[src/rtl/sample_buffer_loader_if.sv]
// Sample stream, HLSM read port and go/done handshake between the loader and its peers.
interface sample_buffer_loader_if #(
  parameter int DW = 8,
  parameter int AW = 4
);
  logic          in_valid;
  logic [DW-1:0] in_data;
  logic          in_ready;
  logic [AW-1:0] rd_addr;
  logic [DW-1:0] rd_data;
  logic          go;
  logic          consumer_done;

  // Peer side: upstream feeder plus the HLSM.
  modport master (
    output in_valid, in_data, rd_addr, consumer_done,
    input  in_ready, rd_data, go
  );

  // Loader side.
  modport slave (
    input  in_valid, in_data, rd_addr, consumer_done,
    output in_ready, rd_data, go
  );
endinterface

[src/rtl/sample_buffer_loader.sv]
// Collects DEPTH samples into a register file, pulses go to the HLSM when the
// frame is complete, holds the frame frozen and re-arms on a fresh done edge.
module sample_buffer_loader #(
  parameter int DW    = 8,
  parameter int DEPTH = 16,
  parameter int AW    = 4
) (
  input  logic                  clk,
  input  logic                  rst_n,
  sample_buffer_loader_if.slave bus,
  input  logic                  flush_i,
  output logic [AW:0]           count_o,
  output logic                  full_o
);

  typedef enum logic [1:0] {
    S_FILL  = 2'd0,
    S_START = 2'd1,
    S_WAIT  = 2'd2
  } state_t;

  localparam logic [AW:0] LAST_COUNT = (AW+1)'(DEPTH - 1);

  state_t        state_q, state_d;
  logic [AW-1:0] wr_ptr_q, wr_ptr_d;
  logic [AW:0]   count_q, count_d;
  logic          done_q;
  logic          wr_en;
  logic [DW-1:0] mem_q [DEPTH];

  // Next-state logic: fill while accepting, one go cycle, then wait for a new done edge.
  always_comb begin
    state_d  = state_q;
    wr_ptr_d = wr_ptr_q;
    count_d  = count_q;
    wr_en    = 1'b0;
    case (state_q)
      S_FILL: begin
        if (bus.in_valid) begin
          wr_en    = 1'b1;
          wr_ptr_d = wr_ptr_q + AW'(1);
          count_d  = count_q + (AW+1)'(1);
          if (count_q == LAST_COUNT) begin
            state_d = S_START;
          end
        end
      end
      S_START: begin
        state_d = S_WAIT;
      end
      S_WAIT: begin
        if (bus.consumer_done && !done_q) begin
          count_d  = '0;
          wr_ptr_d = '0;
          state_d  = S_FILL;
        end
      end
      default: begin
        state_d = S_FILL;
      end
    endcase
    // Flush overrides everything, including a coincident write.
    if (flush_i) begin
      state_d  = S_FILL;
      count_d  = '0;
      wr_ptr_d = '0;
      wr_en    = 1'b0;
    end
  end

  // Control registers; done_q tracks consumer_done every cycle for edge detection.
  always_ff @(posedge clk or negedge rst_n) begin
    if (!rst_n) begin
      state_q  <= S_FILL;
      wr_ptr_q <= '0;
      count_q  <= '0;
      done_q   <= 1'b0;
    end else begin
      state_q  <= state_d;
      wr_ptr_q <= wr_ptr_d;
      count_q  <= count_d;
      done_q   <= bus.consumer_done;
    end
  end

  // Sample storage, cleared only by reset and written only while filling.
  always_ff @(posedge clk or negedge rst_n) begin
    if (!rst_n) begin
      for (int i = 0; i < DEPTH; i++) begin
        mem_q[i] <= '0;
      end
    end else if (wr_en) begin
      mem_q[wr_ptr_q] <= bus.in_data;
    end
  end

  // Moore outputs decoded from state alone, so in_ready has no path from in_valid.
  always_comb begin
    bus.in_ready = (state_q == S_FILL);
    bus.go       = (state_q == S_START);
    full_o       = (state_q == S_START) || (state_q == S_WAIT);
    count_o      = count_q;
    bus.rd_data  = mem_q[bus.rd_addr];
  end

endmodule

[src/flat_wrapper.sv]
// flat-port wrapper written by rule: the top's interface ports become plain ports
module sample_buffer_loader_flat 
#(
  parameter int DW    = 8,
  parameter int DEPTH = 16,
  parameter int AW    = 4
)
  (clk, rst_n, flush_i, count_o, full_o, bus_in_valid, bus_in_data, bus_rd_addr, bus_consumer_done, bus_in_ready, bus_rd_data, bus_go);
  sample_buffer_loader_if #(.DW(DW), .AW(AW)) bus_i ();
  input  logic clk;
  input  logic rst_n;
  input  logic flush_i;
  output logic [AW:0] count_o;
  output logic full_o;
  input wire logic [$bits(bus_i.in_valid)-1:0] bus_in_valid;
  input wire logic [$bits(bus_i.in_data)-1:0] bus_in_data;
  input wire logic [$bits(bus_i.rd_addr)-1:0] bus_rd_addr;
  input wire logic [$bits(bus_i.consumer_done)-1:0] bus_consumer_done;
  output wire logic [$bits(bus_i.in_ready)-1:0] bus_in_ready;
  output wire logic [$bits(bus_i.rd_data)-1:0] bus_rd_data;
  output wire logic [$bits(bus_i.go)-1:0] bus_go;
  assign bus_i.in_valid = bus_in_valid;
  assign bus_i.in_data = bus_in_data;
  assign bus_i.rd_addr = bus_rd_addr;
  assign bus_i.consumer_done = bus_consumer_done;
  assign bus_in_ready = bus_i.in_ready;
  assign bus_rd_data = bus_i.rd_data;
  assign bus_go = bus_i.go;
  sample_buffer_loader #(.DW(DW), .DEPTH(DEPTH), .AW(AW)) u_core (.clk(clk), .rst_n(rst_n), .bus(bus_i), .flush_i(flush_i), .count_o(count_o), .full_o(full_o));
endmodule
[config.mk]
export PLATFORM = sky130hd
export DESIGN_NAME = sample_buffer_loader_flat
export DESIGN_NICKNAME = d
export VERILOG_FILES = /design/src/rtl/sample_buffer_loader_if.sv /design/src/rtl/sample_buffer_loader.sv /design/src/flat_wrapper.sv
export SDC_FILE = /design/constraint.sdc
export NUM_CORES = 1
export LEC_CHECK = 0
export CAP_MARGIN = 20
export CORE_MARGIN = 2
export CORE_UTILIZATION = 45
export CTS_CLUSTER_DIAMETER = 60
export DETAILED_ROUTE_END_ITERATION = 16
export DONT_BUFFER_PORTS = 1
export PLACE_DENSITY_LB_ADDON = 0.08
export RECOVER_POWER = 25
export SYNTH_ARGS = -nofsm -noshare
export SYNTH_HDL_FRONTEND = slang
export SYNTH_SLANG_ARGS = --single-unit
[constraint.sdc]
create_clock -name clk -period 5.2 [get_ports clk]
set_input_delay 0.78 -clock clk [delete_from_list [all_inputs] [get_ports clk]]
set_output_delay 0.78 -clock clk [all_outputs]
set_load 0.02 [all_outputs]
==> metrics.csv, run 1 <==
metric;value;unit
synth_nets;467;
max_slew.worst_pin.slew;944;ps
ctsRootBufferMaster;clkbuf_16;
tns;0;ps
areaGrowthSynthToFinish;10.6;%
finalCriticalPeriod;2700;ps
synth_top_area_share;53.1;%
clock_latency;420;ps
antenna_found_initial;0;
syn-cell-area;6600;µm²
relSlewSlack;36.7;%
rsz0062_at_grt;no;
dieHeight;125;µm
cts_tree;built;
p_total;2830;µW
avgSynthCellArea;15.0;µm²
syn_inst;440;
critical_path.max_stage_delay;710;ps
fin_crit_sh;51.9;%
ant_nets;0;
firstDrtPassIters;4;
cp-end-kind;output pin;
multi_input_area;2950;µm²
yosys-top-cells-area;dfrtp_1 53%, mux2_2 22%, mux4_2 11%;
synth_cell_types;39;
cts_buffer_depth;2;
crit_fanout;8;
fin_worst_skew;6.96;ps
seq_area;3500;µm²
die_w;125;µm
cp.arrival;1920;ps
final-setup-viol-count;0;
start_util;45.8;%
core-area;14400;µm²
dp_cells;600;
cts-htree-levels;4;
dp.final_hpwl;9300;µm
synth_enable_flop_cells;0;
io_pins;33;
ir_worst_vdd;0.000234;V
rows;44;
power_density;387;nW/µm²
clk_pin_slew;60;ps
cap_viol_max_count;0;
numPortBuffers;0;
required;4420;ps
fillCellCount;1237;
gp_congestion;0.743;
final_cells;631;
worstSetupStartpointType;input pin;
drv_slew;0;
post_cts.repair.setup_buffers;0;
synthFlopType;dfrtp_1;
drive_above_1_share;47.4;%
criticalPathCategory;in2out;
async_reset_ff_share;100;%
die_area;15700;µm²
cts_buffers;17;
hold_violations;0;
cp_slowest_cell;nor2b_1;
crit_chain;nor2b_1 > a22oi_1 > nand2_1;
yosysWarningCount;0;
post-route-drc-count;0;
num_vias;3668;
finalWirelength;14700;µm
vias_per_cell;5.81;
grt_pass1_vias;3997;
grt.total_usage;20.6;%
hp-class;in2async;
yosys_register_bits;140;
max_freq;0.371;GHz
clock-sinks;140;
yosysSeqAreaShare;53.1;%
grt_max_degree;141;
nets;462;
routedWlPerCell;23.2;µm
cts_resized;0;
leakagePower;0.00333;µW
grt_pass1_wl;24300;µm
synth_top_area_cell;dfrtp_1;
antenna_cells;0;
drtIter0Drc;295;
ctsHoldBuffers;0;
status;completed;
overflow;0;
## final timing paths
| path | from | end | slack, ps | cells past startpoint |
|---|---|---|---|---|
| max in group asynchronous | rst_n | u_core.mem_q[96]$_DFFE_PN0P_ | 4960 | 0 |
| worst min-delay path | rst_n | u_core.mem_q[20]$_DFFE_PN0P_ | 50 | 0 |
| min in group clk | bus_consumer_done | u_core.done_q$_DFF_PN0_ | 390 | 0 |
| worst min register to register | u_core.mem_q[112]$_DFFE_PN0P_ | u_core.mem_q[112]$_DFFE_PN0P_ | 490 | 1 |
| worst max register to register | u_core.state_q[0]$_DFFE_PN0P_ | u_core.mem_q[120]$_DFFE_PN0P_ | 2610 | 5 |
| worst max-delay path | bus_rd_addr[2] | bus_rd_data[5] | 2500 | 3 |
## cells in the final DEF, fill, tap and decap left out, types with 2 or more instances in the layout
cell type	netlist	final
dfrtp_1	140	140
mux2_2	129	129
mux4_2	32	32
a22oi_1	17	17
nand2_1	17	17
clkbuf_16	0	17
ha_1	10	10
nor2_2	9	9
inv_1	8	8
nor2_1	5	5
clkbuf_8	0	5
nor2_4	4	4
nor2b_1	3	3
nand3_1	3	3
nor3_2	3	3
and2b_1	3	3
mux2i_1	3	3
o21ai_0	3	3
clkbuf_1	12	3
clkinv_2	0	3
and3_1	2	2
nand2_2	2	2
mux2_1	2	2
nor3_1	2	2
a21oi_2	2	2
or2_2	2	2
nand4_1	2	2
nor4_1	2	2
a21oi_1	2	2
bufinv_16	0	2
## cells in the mapped netlist, drive strengths merged (4+ instances only)
library cell and count:
ha 10, nor3 5, a22oi 17, dfrtp 140, nor2 18, buf 12
mux2 131, nand2 19, clkbuf 12, mux4 32, inv 8, a21oi 4
## state kept, by name, summed over array words and instances, names as in the netlist
signal and cells:
u_core.state_q 2, u_core.wr_ptr_q 4, u_core.mem_q 128, u_core.count_o 5, u_core.done_q 1
## report_power, final
part	switching [µW]	leakage (µW)	total, µW	internal (µW)
Combinational	105	0.00116	302	196
Clock	439	0.000293	1200	766
Sequential	81.7	0.00188	1320	1240
## kinds of logic (layout without fill, tap and decap cells)
| family | count (synthesis) | count (layout) | share of synthesized area (%) |
|---|---|---|---|
| buffers and inverters | 32 | 39 | 2.24 |
| AO/OA/AOI/OAI | 28 | 28 | 3.13 |
| multiplexers | 166 | 166 | 33.7 |
| adder cells (fa/ha/maj) | 10 | 10 | 1.90 |
| flip-flops | 140 | 140 | 53.1 |
| AND/OR/NAND/NOR | 64 | 64 | 5.97 |
## critical path, delay by kind of cell
kind,cells,cell delay [ps]
AO/OA/AOI/OAI,1,170
AND/OR/NAND/NOR,2,960
## final cells by class
type	count	area share [%]
Clock buffer	25	6.92
Clock inverter	6	1.15
Inverter	8	0.411
Multi-Input combinational cell	268	40.4
Sequential cell	140	48.0
Tap cell	184	3.15
## metal layers
layer  part of all wire [%]  track usage [%]
met1                     46             29.0
met2                     48             31.1
met3                    4.2             5.95
met4                    2.0             7.06
met5                      0                0
## per-stage QoR
stage / utilization (%) / hold slack (ps) / area [µm²] / setup slack [ps]
floorplan: - / 453 / 6600 / 2380
global placement: 46.6 / 463 / 6720 / 2520
detailed placement: 46.6 / 484 / 6720 / 2510
CTS: 50.6 / 38.2 / 7300 / 2500
global route: 50.6 / 27.0 / 7300 / 2380
finish: 50.6 / 51.6 / 7300 / 2500
Power figures use the tool's default switching activity.
==> run 2: changes to the inputs <==
clock period = 2.6 ns   (was 5.2 ns; I/O delays follow)
==> run 2 against run 1 <==
Effect of this change:
- highest routed layer unchanged
- largest cell class unchanged
- sequential power grew 100%
- clock skew up 6.5 ps
- the run now ends with hold timing left
- final cell count is 2.2% higher
- register-to-register slack lost 2100 ps
==> metrics.csv, run 2 (synthesis gave the netlist of run 1 again) <==
metric;value;unit;change
cts-htree-levels;4;;unchanged
firstDrtPassIters;4;;unchanged
tns;0;ps;unchanged
r2r_slack;510;ps;-2100 ps
grt_max_degree;141;;unchanged
max_slew.worst_pin.slew;598;ps;-346 ps
routedWlPerCell;22.1;µm;-5.0%
io_pins;33;;unchanged
final_cells;645;;+2.2%
violations;hold timing;;
hold_violations;140;;+140
leakagePower;0.00342;µW;+2.6%
grt_pass1_vias;3994;;-0.075%
areaGrowthSynthToFinish;13.2;%;
most-common-layout-cells;140 x dfrtp_1, 129 x mux2_2, 32 x mux4_2;;
mostFrequentLayoutCell;dfrtp_1;;
fin_worst_skew;13.5;ps;+6.53 ps
clock-sinks;140;;unchanged
hp-class;in2async;;
grt.total_usage;19.9;%;-0.74 points
rr_worst_depth;6;;+1
post_cts.repair.setup_buffers;0;;unchanged
vias_per_cell;5.73;;-1.5%
fin_crit_sh;83.3;%;
cts_buffer_depth;2;;unchanged
crit_fanout;2;;-6
die_area;15700;µm²;unchanged
cp-end-kind;output pin;;
dp.final_hpwl;8920;µm;-4.1%
fin_hold_ws;-334;ps;-385 ps
grt_pass1_wl;23300;µm;-3.8%
cap_viol_max_count;0;;unchanged
cts_tree;built;;
die_w;125;µm;unchanged
numPortBuffers;0;;unchanged
dp_cells;612;;+2.0%
rsz0062_at_grt;no;;
relSlewSlack;60.1;%;+23 points
top_register;u_core.mem_q;;
crit_chain;mux4_2 > a22oi_1 > nand2_1;;
clk_pin_slew;60;ps;about the same
start_util;45.8;%;unchanged
antenna_cells;0;;unchanged
overflow;0;;unchanged
cts_resized;0;;unchanged
cts_buffers;17;;unchanged
critical_path.max_stage_delay;460;ps;-250 ps
antenna_found_initial;0;;unchanged
dieHeight;125;µm;unchanged
ir_worst_vdd;0.000496;V;+110%
ctsHoldBuffers;1;;+1
clock_latency;430;ps;about the same
final-setup-viol-count;0;;unchanged
power_density;794;nW/µm²;+100%
rows;44;;unchanged
drv_slew;0;;unchanged
critPathLaunch;u_core.mem_q[32]$_DFFE_PN0P_;;
worstSetupStartpointType;flop;;
num_vias;3695;;+0.74%
max_freq;0.462;GHz;
criticalPathCategory;reg2out;;
drtIter0Drc;183;;-38%
finalWirelength;14200;µm;-2.9%
gp_congestion;0.709;;-4.6%
drive_above_1_share;49.0;%;+1.6 points
post-route-drc-count;0;;unchanged
largest_register_ffs;128;;unchanged
worstReg2RegStart;u_core.state_q[1]$_DFFE_PN0P_;;
nets;475;;+2.8%
status;finished, violations left;;
required;2210;ps;-2210 ps
ant_nets;0;;unchanged
cp_slowest_cell;mux4_2;;
finalCriticalPeriod;2170;ps;
cp.arrival;1780;ps;-140 ps
core-area;14400;µm²;unchanged
ctsRootBufferMaster;clkbuf_16;;
-- run 2: cell types whose count changed in the layout (fill, tap and decap cells not counted) --
| cell | change |
|---|---|
| buf_4 | +12 |
| bufinv_16 | +3 |
| clkinvlp_4 | +3 |
| clkbuf_8 | -2 |
| clkinv_2 | -2 |
| clkbuf_1 | -1 |
| dlygate4sd3_1 | +1 |
-- run 2: metal layers --
metal	routed length (µm)	vias up	track usage (%)
met5	0	-	0
li1	-	1649	-
met3	552	13	5.91
met4	156	0	6.08
met2	7120	50	31.8
met1	6410	1983	26.4
-- run 2: worst paths after layout --
kind / end
setup / recovery: bus_rd_data[0]
hold / removal: u_core.mem_q[18]$_DFFE_PN0P_
setup reg to reg: u_core.mem_q[46]$_DFFE_PN0P_
hold reg to reg: u_core.mem_q[119]$_DFFE_PN0P_
max in group asynchronous: u_core.mem_q[119]$_DFFE_PN0P_
min in group clk: u_core.state_q[1]$_DFFE_PN0P_
-- run 2: layout make-up --
| type | instances | area, µm² |
|---|---|---|
| tap | 184 | 230 |
| fill | 1221 | 6950 |
| sequential | 140 | 3500 |
| multi-input combinational | 268 | 2950 |
| inverter | 8 | 30.0 |
| timing repair buffer | 13 | 100 |
| clock inverter | 10 | 186 |
| clock buffer | 22 | 474 |
-- run 2: worst max-delay path, delay by kind of cell, from the launching register on --
family	cells	cell delay, ps
flip-flops	1	370
AND/OR/NAND/NOR	1	230
AO/OA/AOI/OAI	1	290
multiplexers	1	460
-- run 2: through the flow --
stage | utilization [%] | setup slack, ps | hold slack (ps) | total power, µW | cell area [µm²]
after detailed placement | 47.2 | 508 | 99.2 | 3290 | 6810
after global routing | 51.8 | 339 | -366 | 6200 | 7480
after global placement | 47.2 | 564 | 98.4 | 3260 | 6810
after floorplan | - | 562 | 94.4 | 3190 | 6600
final | 51.8 | 434 | -334 | 5930 | 7480
after CTS | 51.8 | 390 | -352 | 6000 | 7480
-- run 2: power breakdown --
group	total, µW	internal (µW)	switching, µW	leakage, µW
logic	605	398	207	0.00122
clock network	2690	1780	910	0.000313
registers	2640	2480	157	0.00188
total	5930	4660	1270	0.00342
